### src/rtl/program_loader.sv
// Byte-stream loader for the 8-bit core's instruction RAM.
// Optional zero-fill, sequential load from address 0, then PC restart and CPU release.
module program_loader #(
  parameter int DATA_W   = 8,
  parameter int ADDR_W   = 8,
  parameter int DEPTH    = 256,
  parameter int CLEAR_EN = 1
) (
  input  logic              clk,
  input  logic              rst,
  input  logic              load_start,
  input  logic              byte_valid,
  input  logic [DATA_W-1:0] byte_data,
  input  logic              byte_last,
  output logic              byte_ready,
  output logic              ram_we,
  output logic [ADDR_W-1:0] ram_addr,
  output logic [DATA_W-1:0] ram_data,
  output logic              pc_recount,
  output logic              cpu_hold,
  output logic              load_done,
  output logic [ADDR_W:0]   byte_count,
  output logic              overflow_err
);

  typedef enum logic [2:0] {
    IDLE,
    CLEAR,
    LOAD,
    FINISH,
    RUN
  } state_t;

  localparam logic [ADDR_W-1:0] LAST = ADDR_W'(DEPTH - 1);

  state_t            state_q;
  logic [ADDR_W-1:0] cnt_q;
  logic              we_q;
  logic [ADDR_W-1:0] addr_q;
  logic [DATA_W-1:0] data_q;
  logic              pc_q;
  logic              hold_q;
  logic              done_q;
  logic [ADDR_W:0]   bc_q;
  logic              ovf_q;

  always_ff @(posedge clk or negedge rst) begin
    if (!rst) begin
      state_q <= IDLE;
      cnt_q   <= '0;
      we_q    <= 1'b0;
      addr_q  <= '0;
      data_q  <= '0;
      pc_q    <= 1'b0;
      hold_q  <= 1'b1;
      done_q  <= 1'b0;
      bc_q    <= '0;
      ovf_q   <= 1'b0;
    end else begin
      we_q <= 1'b0;
      pc_q <= 1'b0;
      unique case (state_q)
        IDLE, RUN: begin
          if (state_q == RUN) hold_q <= 1'b0;
          if (load_start) begin
            cnt_q   <= '0;
            bc_q    <= '0;
            done_q  <= 1'b0;
            ovf_q   <= 1'b0;
            hold_q  <= 1'b1;
            state_q <= (CLEAR_EN != 0) ? CLEAR : LOAD;
          end
        end
        CLEAR: begin
          we_q   <= 1'b1;
          addr_q <= cnt_q;
          data_q <= '0;
          if (cnt_q == LAST) begin
            cnt_q   <= '0;
            state_q <= LOAD;
          end else begin
            cnt_q <= cnt_q + 1'b1;
          end
        end
        LOAD: begin
          if (byte_valid) begin
            we_q   <= 1'b1;
            addr_q <= cnt_q;
            data_q <= byte_data;
            cnt_q  <= cnt_q + 1'b1;
            bc_q   <= bc_q + 1'b1;
            // byte_last wins over a full RAM
            if (byte_last) begin
              state_q <= FINISH;
            end else if (cnt_q == LAST) begin
              ovf_q   <= 1'b1;
              state_q <= FINISH;
            end
          end
        end
        FINISH: begin
          pc_q    <= 1'b1;
          done_q  <= 1'b1;
          state_q <= RUN;
        end
        default: state_q <= IDLE;
      endcase
    end
  end

  assign byte_ready   = (state_q == LOAD);
  assign ram_we       = we_q;
  assign ram_addr     = addr_q;
  assign ram_data     = data_q;
  assign pc_recount   = pc_q;
  assign cpu_hold     = hold_q;
  assign load_done    = done_q;
  assign byte_count   = bc_q;
  assign overflow_err = ovf_q;

endmodule

### config.mk
export PLATFORM = sky130hd
export DESIGN_NAME = program_loader
export DESIGN_NICKNAME = d
export VERILOG_FILES = /design/src/rtl/program_loader.sv
export SDC_FILE = /design/constraint.sdc
export NUM_CORES = 1
export LEC_CHECK = 0
export BUFFER_PORTS_ARGS = -buffer_cell sky130_fd_sc_hd__buf_2
export CAP_MARGIN = 20
export CORE_AREA = 2 2 65 67
export DETAILED_ROUTE_END_ITERATION = 10
export DIE_AREA = 0 0 67 69
export PLACE_DENSITY = 0.77
export SETUP_SLACK_MARGIN = 0.2
export SLEW_MARGIN = 40
export SYNTH_ARGS = -nofsm -noshare
export SYNTH_HDL_FRONTEND = slang
export SYNTH_SLANG_ARGS = --single-unit
### constraint.sdc
create_clock -name clk -period 1.9 [get_ports clk]
set_clock_uncertainty 0.15 [all_clocks]
set_input_delay 0.19 -clock clk [delete_from_list [all_inputs] [get_ports clk]]
set_output_delay 0.19 -clock clk [all_outputs]
set_load 0.01 [all_outputs]
[Yosys cells after proc, flatten, opt, wreduce, memory -nomap -nowiden]
Cells that the tools add are included.
Word-level totals
  logic and storage cells: 65
  register bits: 41
  input bits: 13
  output and inout bits: 31
Cells by class
  mux-type cells: 28
  equality and inequality tests: 11
  reductions and logical operators: 14
  add/subtract/negate cells: 2
Operator list (number)
  8-bit two-way mux: 5
  8-bit case mux with 2 select lines: 2
  8-bit case mux with 3 select lines: 1
  9-bit two-way mux: 2
  9-bit case mux with 2 select lines: 1
  3-bit two-way mux: 5
  3-bit case mux with 4 select lines: 1
  9-bit by 1-bit adder with 9-bit output (second input constant): 1
  8-bit by 1-bit adder with 8-bit output (second input constant): 1
  8-bit == test (second input constant): 1
  1-bit two-way mux: 8
  2-bit != test (second input constant): 4
  2-bit nonzero test: 4
  3-bit by 2-bit == test with 1-bit output (second input constant): 2
  1-bit case mux with 2 select lines: 3
  2-bit AND reduction: 3
  3-bit AND reduction: 2
  5-bit AND reduction: 1
  4-bit AND reduction: 1
  3-bit by 1-bit == test with 1-bit output (second input constant): 1
  3-bit == test (second input constant): 1
  3-bit logical NOT: 1
  3-bit by 2-bit != test with 1-bit output (second input constant): 1
  3-bit nonzero test: 1
  other kinds (2): 2

[Depth between registers and ports, before layout]
  depth in word-level cells: 5
  mapped depth: 6
  mapped depth without buffers: 5

[Worst setup path after synthesis]
Ideal clock, no wire load.
  path kind: register to register
  start point: register state_q[2]
  end point: register cnt_q[5]
  library setup time: 77 ps
  clock period less this slack: 1744 ps
  slack: 156 ps
  arrival time: 1517 ps
  required time: 1673 ps
  cell stages (with the launch flop): 6
  path buffers: 1
  cells stage by stage: dfrtp_1 > buf_2 > nor3b_2 > nor3_2 > or4_1 > a21oi_1
Between the ends
  word-level cells in the longest chain between the ends: 4
  elaborated cells between the ends (all ways): 10
  those cells by class: eq/ne (5); mux (1); reduce/logical (4)
Ends and longest elaborated chain
  start, declared: RTL line 36  | state_t state_q;
  start signal, assigned: RTL line 71  | state_q <= (CLEAR_EN != 0) ? CLEAR : LOAD;
  3-bit == test or 3-bit logical NOT (tied branches): RTL line 62  | unique case (state_q)
  2-bit OR reduction: RTL line 62
  2-bit != test (no line) or 3-bit nonzero test (tied branches)
  3-bit AND reduction (no line)
  end signal, assigned: RTL line 82  | cnt_q <= cnt_q + 1'b1;
  end signal, assigned: RTL line 90  | cnt_q <= cnt_q + 1'b1;
  end, declared: RTL line 37  | logic [ADDR_W-1:0] cnt_q;
Parallel ways exist; a longest one is shown, timed or not.
A chain may end at the register's enable or synchronous reset.

[Final worst setup path]
  start point: register state_q[0]
  end point: register cnt_q[5]
The elaborated chain is that of the path after synthesis.

==> summary.md <==
| Metric | Value |
|---|---|
| P_int | 0.001766 W |
| Total clock sinks | 41 |
| Antenna diode instance count | 0 |
| Setup TNS | 0 ns |
| Leakage | 1.271 nW |
| Multiplexer share of the synthesized area | 4.835% |
| Worst-path clk slew | 0.08 ns |
| Final Instance Count excl. Fillers | 298 |
| Max incr delay on CP | 0.48 ns |
| Synthesized Nets | 193 |
| Area of the multi-input gates | 824.5 µm² |
| Die Y-Extent | 69 µm |
| First-pass GRT wire length | 6865 µm |
| Unrepaired setup endpoints after global routing | yes |
| Synth Register Bits | 41 |
| Worst setup SP type | flip-flop |
| RePlAce Congestion | 0.7715 |
| Number of enable flip-flop cells after synthesis | 0 |
| Die W | 67 µm |
| Post-synthesis cell type count | 39 |
| Avg Cell Area, Syn | 10.47 µm² |
| Largest family of logic cells by synthesized area | simple AND/OR/NAND/NOR gates |
| Hold Crit Class | input port to flip-flop |
| Worst-path maximum fanout | 6 |
| Asr flop ratio synth | 100.0% |
| GRT Residual Overflow | 0 |
| Primary FF master, synth | dfrtp_1 |
| Placement Rows | 23 |
| Post-Synth XOR/XNOR Area | 3.761% |
| Final Setup Violations | 0 |
| Register area share after synthesis | 55.14% |
| Post-Syn Area | 1863 µm² |
| PortBufs | 43 |
| Switching power | 0.0006341 W |
| Post-synth top area cell | dfrtp_1 |
| Via Count | 1568 |
| Vias/cell | 5.262 |
| Hpwl dp | 2735 µm |
| Core area | 3914 µm² |
| Top Ports | 44 |
| Tcrit/Tclk final | 91.81% |
| Commonest non-fill, non-tap cell in the layout | buf_2 |
| Largest cells by area after synthesis | dfrtp_1 (54%), nand2_1 (5.4%), mux2_2 (4.8%) |
| Largest net degree at the start of global routing | 32 |
| Fmax | 573.3 MHz |
| Switching share of power | 26.42% |
| Cells after Synth | 178 |
| Drt first pass iters | 4 |
| CP required | 1.97 ns |
| Adder-cell share of the synthesized area | 1.343% |
| 1st-iter DRT viols | 62 |
| Maximum root-to-sink buffer count | 2 |
| Leading cell types in the layout, fill and taps excluded | buf_2 (43), dfrtp_1 (38), nand2_1 (27) |
| Cells on worst reg2reg path | 4 |
| Min Tclk post-route | 1.744 ns |
| Synthesis warning total | 0 |
| Synth top area share | 53.73% |
| Global Route Usage Sum | 19.29% |
| Final WL | 4178 µm |
| Arr. time, crit path | 1.81 ns |
| Post-synthesis compound-gate area fraction | 8.596% |
| Fill count | 335 |
| Clock Latency Late Sink | 0.29 ns |
| TritonCTS buffer count | 5 |
| Peak VDD IR | 0.0005126 V |
| Kind of critical path | flip-flop to flip-flop |
| Measured slew at the worst slew-check pin | 0.6954 ns |
| Initial antenna violation count | 0 |
| Nets | 262 |
| Combinational fraction of design power | 19.2% |
| Layout cells sized above 1 | 37.10% |
| Hold Fails Final Rpt | 0 |
| Starting Density | 47.60% |
| CP endpoint kind | flip-flop |
| Die area | 4623 µm² |
| Post-Synth Simple-Gate Area | 23.17% |
| Power per cell area | 951.1 nW/µm² |
| Slew HR | 53.64% |
| Worst path cell trace | and4bb_2 > nor3_4 > or4_4 > a21oi_2 |
| ANT nets after route | 0 |
| Min-Delay Path Depth | 3 |
| Placed cell count | 273 |
| CP max-delay cell | or4_4 |
| DRC errors left | 0 |
| Max-slew violation count | 0 |
| Reg power frac | 46.5% |
| Register area | 1030 µm² |
| CTS tree | built |
| CTS H-Tree Depth | 2 |
| Synthesis-to-layout area growth | 35.46% |
| Vias in the first global route | 1454 |
| Maxcap violations | 0 |
| Routed wire length per instance | 14.02 µm |
| Clock power frac | 34.3% |
| Clock Root Buffer | clkbuf_8 |
| Outcome | completed |
state kept, by name, indices dropped and copies added, names as in the netlist:
name          count
byte_count        9
cnt_q             8
cpu_hold          1
load_done         1
overflow_err      1
pc_recount        1
ram_addr          8
ram_data          8
ram_we            1
state_q           3
path summary, 6_finish.rpt:
kind | from | to | slack [ns]
worst max-delay path | state_q[0]$_DFFE_PN0P_ | cnt_q[5]$_DFFE_PN0P_ | 0.16
worst min-delay path | byte_last | state_q[0]$_DFFE_PN0P_ | 0.03
worst max register to register | state_q[0]$_DFFE_PN0P_ | cnt_q[5]$_DFFE_PN0P_ | 0.16
worst min register to register | cpu_hold$_DFFE_PN1P_ | cpu_hold$_DFFE_PN1P_ | 0.32
max in group asynchronous | rst | byte_count[2]$_DFFE_PN0P_ | 0.72
min in group asynchronous | rst | load_done$_DFFE_PN0P_ | 0.32
area by class of cell:
| cell class | instances | area share [%] |
|---|---|---|
| Multi-Input combinational cell | 124 | 32.67 |
| Clock buffer | 5 | 2.727 |
| Tap cell | 50 | 2.479 |
| Clock inverter | 3 | 2.578 |
| Inverter | 4 | 0.5949 |
| Sequential cell | 41 | 40.80 |
| Timing Repair Buffer | 71 | 18.15 |
what timing repair did:
item	in CTS	in global routing
gates resized for setup	3	8
hold buffers	10	0
pin swaps	2	3
endpoints found under the setup margin	14	20
setup buffers	3	4
endpoints found under the hold margin	37	0
critical path: cells and delay by family (launching register included):
kind | cells | cell delay (ns)
simple gates | 3 | 0.95
compound gates | 1 | 0.12
flops | 1 | 0.46
logic make-up after synthesis:
| group | Yosys count |
|---|---|
| buffers and inverters | 13 |
| AND/OR/NAND/NOR | 81 |
| adder cells (fa/ha/maj) | 2 |
| XOR/XNOR | 8 |
| flip-flops | 41 |
| multiplexers | 8 |
| AO/OA/AOI/OAI | 25 |
synthesized netlist by cell type, drive strengths merged, types with 2 or more instances:
cell type   n
o31ai       4
xor2        2
nand3      16
or4         2
buf         7
nor3b       3
xnor2       6
nor3        6
inv         4
dfrtp      40
a21o        2
a21oi       4
nand2b      3
nand2      27
or3         2
nor2       12
mux2        8
clkbuf      2
ha          2
or3b        2
o21ai       8
nand4       4
power groups by stage:
stage                     Combinational (W)  Sequential, W  Clock, W
after floorplan                    0.000239        0.00114         0
after global placement             0.000402        0.00112         0
after detailed placement           0.000415        0.00113         0
after CTS                          0.000437        0.00111  0.000838
after global routing               0.000507        0.00114  0.000873
final                              0.000460        0.00112  0.000824
layer usage:
metal / routed length (µm) / vias up / track usage (%)
li1: - / 761 / -
met1: 1817 / 764 / 25.13
met2: 2140 / 38 / 31.24
met3: 163 / 5 / 4.078
met4: 56 / 0 / 7.029
met5: 0 / - / 0
per-stage QoR:
stage	setup slack, ns	hold slack [ns]	utilization (%)	instance area (µm²)	power, W
2_1_floorplan	0.1713	-0.2556	-	1879	0.001376
3_3_place_gp	0.1948	0.1114	56.04	2193	0.001525
3_5_place_dp	0.1391	0.1186	56.04	2193	0.001546
4_1_cts	0.1673	0.02853	62.85	2460	0.002388
5_1_grt	0.09741	0.06098	64.48	2524	0.002518
6_report	0.1557	0.02868	64.48	2524	0.002400
Note: power is estimated with default switching activity, not from simulation.
